`src/rtl/bullet_collision_scanner.sv`:
```
// Walks the 8-slot bullet table once per start pulse, flags each overlapping
// bullet for clearing and applies its colour's HP effect to the player.
module bullet_collision_scanner #(
  parameter int HP_MAX = 20,
  parameter int DAMAGE = 1,
  parameter int HEAL   = 1
) (
  input  logic        clk,
  input  logic        rst,
  input  logic        start,
  input  logic [15:0] player_pos,
  input  logic [15:0] player_size,
  input  logic        player_moving,
  output logic [2:0]  bullet_index,
  input  logic [15:0] bullet_pos,
  input  logic [15:0] bullet_size,
  input  logic [2:0]  bullet_color,
  input  logic        bullet_render,
  output logic        is_collide,
  output logic [7:0]  hp,
  output logic        dead,
  output logic        busy,
  output logic        done
);

  typedef enum logic [1:0] {IDLE, SCAN, HIT, DONE} state_t;

  localparam logic [9:0] DMG10 = 10'(DAMAGE);
  localparam logic [9:0] HEAL10 = 10'(HEAL);
  localparam logic [9:0] MAX10 = 10'(HP_MAX);

  state_t     state;
  logic [2:0] color_q;

  logic [8:0] px, py, pw, ph, bx, by, bw, bh;
  logic       sizes_ok;
  logic       hit;

  // Nine-bit operands keep x+w from wrapping past the right/bottom edge.
  assign px = {1'b0, player_pos[15:8]};
  assign py = {1'b0, player_pos[7:0]};
  assign pw = {1'b0, player_size[15:8]};
  assign ph = {1'b0, player_size[7:0]};
  assign bx = {1'b0, bullet_pos[15:8]};
  assign by = {1'b0, bullet_pos[7:0]};
  assign bw = {1'b0, bullet_size[15:8]};
  assign bh = {1'b0, bullet_size[7:0]};

  assign sizes_ok = (|pw) && (|ph) && (|bw) && (|bh);
  assign hit = bullet_render && sizes_ok &&
               (px < bx + bw) && (bx < px + pw) &&
               (py < by + bh) && (by < py + ph);

  logic [9:0] hp_sum;
  logic [7:0] hp_dec;
  logic [7:0] hp_inc;
  logic [7:0] hp_after;

  always_comb begin
    hp_sum   = {2'b00, hp} + HEAL10;
    hp_dec   = ({2'b00, hp} > DMG10) ? 8'({2'b00, hp} - DMG10) : 8'd0;
    hp_inc   = (hp_sum >= MAX10) ? 8'(HP_MAX) : hp_sum[7:0];
    hp_after = hp;
    case (color_q)
      3'b000:  hp_after = hp_dec;
      3'b001:  hp_after = hp_inc;
      3'b010:  hp_after = player_moving ? hp_dec : hp;
      default: hp_after = hp;
    endcase
  end

  assign dead = (hp == 8'd0);

  always_ff @(posedge clk or posedge rst) begin
    if (rst) begin
      state        <= IDLE;
      bullet_index <= 3'd0;
      color_q      <= 3'd0;
      is_collide   <= 1'b0;
      done         <= 1'b0;
      busy         <= 1'b0;
      hp           <= 8'(HP_MAX);
    end else begin
      is_collide <= 1'b0;
      done       <= 1'b0;
      case (state)
        IDLE: begin
          bullet_index <= 3'd0;
          if (start) begin
            state <= SCAN;
            busy  <= 1'b1;
          end
        end
        SCAN: begin
          if (hit) begin
            color_q    <= bullet_color;
            is_collide <= 1'b1;
            state      <= HIT;
          end else if (bullet_index == 3'd7) begin
            done  <= 1'b1;
            state <= DONE;
          end else begin
            bullet_index <= bullet_index + 3'd1;
          end
        end
        HIT: begin
          hp <= hp_after;
          if (bullet_index == 3'd7) begin
            done  <= 1'b1;
            state <= DONE;
          end else begin
            bullet_index <= bullet_index + 3'd1;
            state        <= SCAN;
          end
        end
        DONE: begin
          bullet_index <= 3'd0;
          busy         <= 1'b0;
          state        <= IDLE;
        end
        default: state <= IDLE;
      endcase
    end
  end

endmodule

```
`config.mk`:
```
export PLATFORM = sky130hd
export DESIGN_NAME = bullet_collision_scanner
export DESIGN_NICKNAME = d
export VERILOG_FILES = /design/src/rtl/bullet_collision_scanner.sv
export SDC_FILE = /design/constraint.sdc
export NUM_CORES = 1
export LEC_CHECK = 0
export CAP_MARGIN = 10
export CORE_MARGIN = 2
export CORE_UTILIZATION = 50
export DETAILED_ROUTE_END_ITERATION = 10
export PLACE_DENSITY = 0.86
export SLEW_MARGIN = 20
export SYNTH_ARGS = -nofsm -noshare
export SYNTH_HDL_FRONTEND = slang
export SYNTH_SLANG_ARGS = --single-unit
export TNS_END_PERCENT = 30
```
`constraint.sdc`:
```
create_clock -name clk -period 3.3 [get_ports clk]
set_input_delay 0.66 -clock clk [delete_from_list [all_inputs] [get_ports clk]]
set_output_delay 0.66 -clock clk [all_outputs]
set_load 0.01 [all_outputs]
```
==> results_dict.tcl <==
set metrics [dict create \
    outcome "finished, violations left" \
    violations "setup timing" \
    finalClockSkew_ps 8.88 \
    initialDrtViolationCount 275 \
    insertion_delay_ps 270 \
    htree_num_levels 1 \
    ys_ff_latch 19 \
    drt-total-wl_mm 12.0 \
    critical_path.cell_chain "clkdlybuf4s15_2 > ha_4 > a21o_1 > a21oi_2 > o21bai_1 > a21oi_2 > o21ai_2 > xnor2_1 > ha_1 > o211ai_1 > nor2_1 > a21oi_1 > a22oi_1 > or4_4 > or2_4 > buf_4 > a31oi_4 > o32a_1" \
    drive_gt1_share_pct 31.5 \
    max_freq_mhz 245 \
    r2r_cells 9 \
    synth_warnings 0 \
    power_leakage_uw 0.00233 \
    worst-path-stages 18 \
    pwr-share-seq_pct 21.5 \
    syn-num-nets 513 \
    chipWidth_um 82.7 \
    worstPathArrival_ps 4300 \
    synth_flop_cell "dfrtp_1" \
    p_total_uw 2280 \
    cp_max_fo 3 \
    syn2layout_area_growth_pct 63.4 \
    end_kind "flop" \
    cp_num_buf_inv 2 \
    wire_per_inst_um 19.5 \
    cts_made_buffers 3 \
    hold_viol 0 \
    worst_pin_slew_ps 789 \
    drc_errors 0 \
    root_buffer "clkbuf_8" \
    ys_types 58 \
    ioPinCount 87 \
    holdPathStages 2 \
    p_sw_uw 1050 \
    gp_congestion 0.868 \
    final_area_um2 5060 \
    slowest_stage "or4_4" \
    vias 3892 \
    clkTransAtPathRegs_ps 80 \
    place_area_um2 4640 \
    clock_path_buffers 2 \
    antenna-diode-count 0 \
    fin_crit_ps 4090 \
    crit_type "in -> reg" \
    start_util_pct 52.0 \
    grt_max_degree 20 \
    p_sw_share_pct 45.9 \
    rsz0062_at_grt "true" \
    cp_top_family "compound AO/OA/AOI/OAI gates" \
    io_buffers 86 \
    finalMaxSlewViolations 0 \
    fin_util_pct 85.0 \
    slowest_delay_ps 510 \
    fin_nets 690 \
    synth.avg_cell_area_um2 8.44 \
    overflow 0 \
    slew_headroom_pct 47.3 \
    synth-edff-count 0 \
    worst_slack_ps -786 \
    hp-class "reg -> reg" \
    dr.pass1.iters 6 \
    final.period_utilization_pct 124 \
    rows 28 \
    cts_tree "done" \
    ys_seq_area_share_pct 15.4 \
    setup_violations 10 \
    die_area_um2 6840 \
    pwr-share-clk_pct 7.7 \
    core_area_um2 5960 \
    path_common_cell "a21oi_2" \
    filler_cell_count 293 \
    async_flop_share_pct 100 \
    start_kind "input port" \
    final_antenna_net_count 0 \
    syn-instance-count 367 \
    vias_per_cell 6.30 \
    antenna_found_initial 0 \
    max_cap_viol_count 0 \
    die_h_um 82.7 \
    cp.required_ps 3510 \
    p_comb_share_pct 70.8 \
    power_density_nw_per_um2 450 \
    p_int_uw 1230 \
    cts_sinks 19 \
    synthesis.area_um2 3100 \
    grtUsageTotal_pct 31.3 \
    ir_drop_v 0.000512 \
    grt_pass1_vias 3729 \
    grt_pass1_wl_mm 16.7 \
    r2r_setup_slack_ps 580 \
    hpwlAfterDp_mm 7.49 \
]
-- registers in the layout, summed over array words and instances (netlist names) --
register	flops
bullet_index	3
done	1
busy	1
state	2
is_collide	1
hp	8
color_q	3
-- per-stage QoR --
step | setup slack (ps) | cells | hold WS (ps) | setup TNS (ps)
6_report | -786 | 618 | 555 | -6630
2_1_floorplan | -584 | 367 | 489 | -4710
5_1_grt | -897 | 618 | 570 | -8020
4_1_cts | -629 | 613 | 536 | -4990
3_3_place_gp | -1140 | 599 | 496 | -10420
3_5_place_dp | -1260 | 599 | 519 | -11520
-- timing repair --
| item | in CTS | in global routing |
|---|---|---|
| buffers inserted | 10 | 6 |
| hold buffers | 0 | 0 |
| resized for setup | 84 | 48 |
| pin swaps | 55 | 53 |
| endpoints found under the setup margin | 10 | 10 |
| hold endpoints to repair | 0 | 0 |
-- cells in the final DEF (no fill, tap or decap), types with 11 or more instances in the layout --
cell type        Yosys  final
buf_4                0     86
ha_1                70     57
clkdlybuf4s50_1      0     56
a21oi_1             39     27
nor2_1              24     24
nand2_1             22     22
inv_1               23     18
o21ai_0             23     17
dfrtp_1             17     17
a21oi_2              0     12
ha_4                 0     12
o21ai_1              8     11
-- cells in the mapped netlist (2+ instances only) --
cell type,number,area (um2)
ha_1,70,876
a21oi_1,39,195
nor2_1,24,90.1
inv_1,23,86.3
o21ai_0,23,115
nand2_1,22,82.6
dfrtp_1,17,425
xor2_1,11,96.3
nand2b_1,10,62.6
nand3_1,10,50.1
xnor2_1,10,87.6
o21ai_1,8,40.0
nor4_1,7,43.8
o211ai_1,7,52.6
a21o_1,6,45.0
nor2b_1,5,31.3
nor3_1,5,25.0
o21bai_1,5,37.5
fa_1,4,80.1
a211oi_1,3,22.5
clkbuf_1,3,11.3
mux2_4,3,45.0
o21a_1,3,22.5
or3_1,3,18.8
a2111oi_0,2,17.5
a22oi_1,2,15.0
a31oi_1,2,12.5
and3_1,2,12.5
dfstp_2,2,52.6
mux2i_1,2,20.0
nand4b_1,2,17.5
nor3b_1,2,15.0
o211a_4,2,35.0
o221ai_1,2,17.5
o31ai_1,2,15.0
or4_1,2,15.0
-- power by group through the flow --
| stage | sequential [uW] | combinational (uW) | clock (uW) |
|---|---|---|---|
| 4_1_cts | 477 | 1460 | 170 |
| 6_report | 490 | 1610 | 175 |
| 5_1_grt | 504 | 1730 | 180 |
| 3_3_place_gp | 470 | 1290 | 0 |
| 3_5_place_dp | 482 | 1350 | 0 |
| 2_1_floorplan | 458 | 833 | 0 |
-- routing by layer --
| metal | share of wire (%) | routed length [um] | track usage [%] | vias up |
|---|---|---|---|---|
| met2 | 52 | 6210 | 61.5 | 239 |
| met3 | 6.3 | 760 | 4.89 | 90 |
| li1 | - | - | - | 1723 |
| met5 | 0 | 0 | 0 | - |
| met1 | 37 | 4410 | 33.0 | 1840 |
| met4 | 5.5 | 663 | 11.5 | 0 |
-- worst register-to-register path: stages (launching register included) --
cell and delay (ps):
dfrtp_1 480, ha_1 320, nand4b_1 200, mux2i_1 140, a2bb2oi_1 80, a2111oi_0 480, nor3b_1 520, a22o_1 230
a21oi_1 70, a21oi_1 130
-- cell families after synthesis --
group | Yosys count | share of synthesized area [%]
XOR/XNOR | 21 | 5.93
buffers and inverters | 27 | 3.27
adder cells (fa/ha/maj) | 74 | 30.8
AND/OR/NAND/NOR | 103 | 17.9
flip-flops | 19 | 15.4
multiplexers | 5 | 2.10
AO/OA/AOI/OAI | 118 | 24.5
-- path summary, 6_finish.rpt --
check,startpoint,to
setup / recovery,bullet_size[9],state[0]
hold / removal,busy,busy
setup reg to reg,hp[0],hp[3]
hold reg to reg,busy,busy
max in group asynchronous,rst,color_q[2]
min in group asynchronous,rst,hp[3]
-- area by class of cell --
class	count	area (um2)	area share, %
multi-input combinational	321	2850	56.2
timing repair buffer	175	1510	29.8
sequential	19	478	9.44
tap	75	93.8	1.85
inverter	24	90.1	1.78
clock buffer	3	41.3	0.815
clock inverter	1	5.00	0.0988
Power figures use the tool's default switching activity.
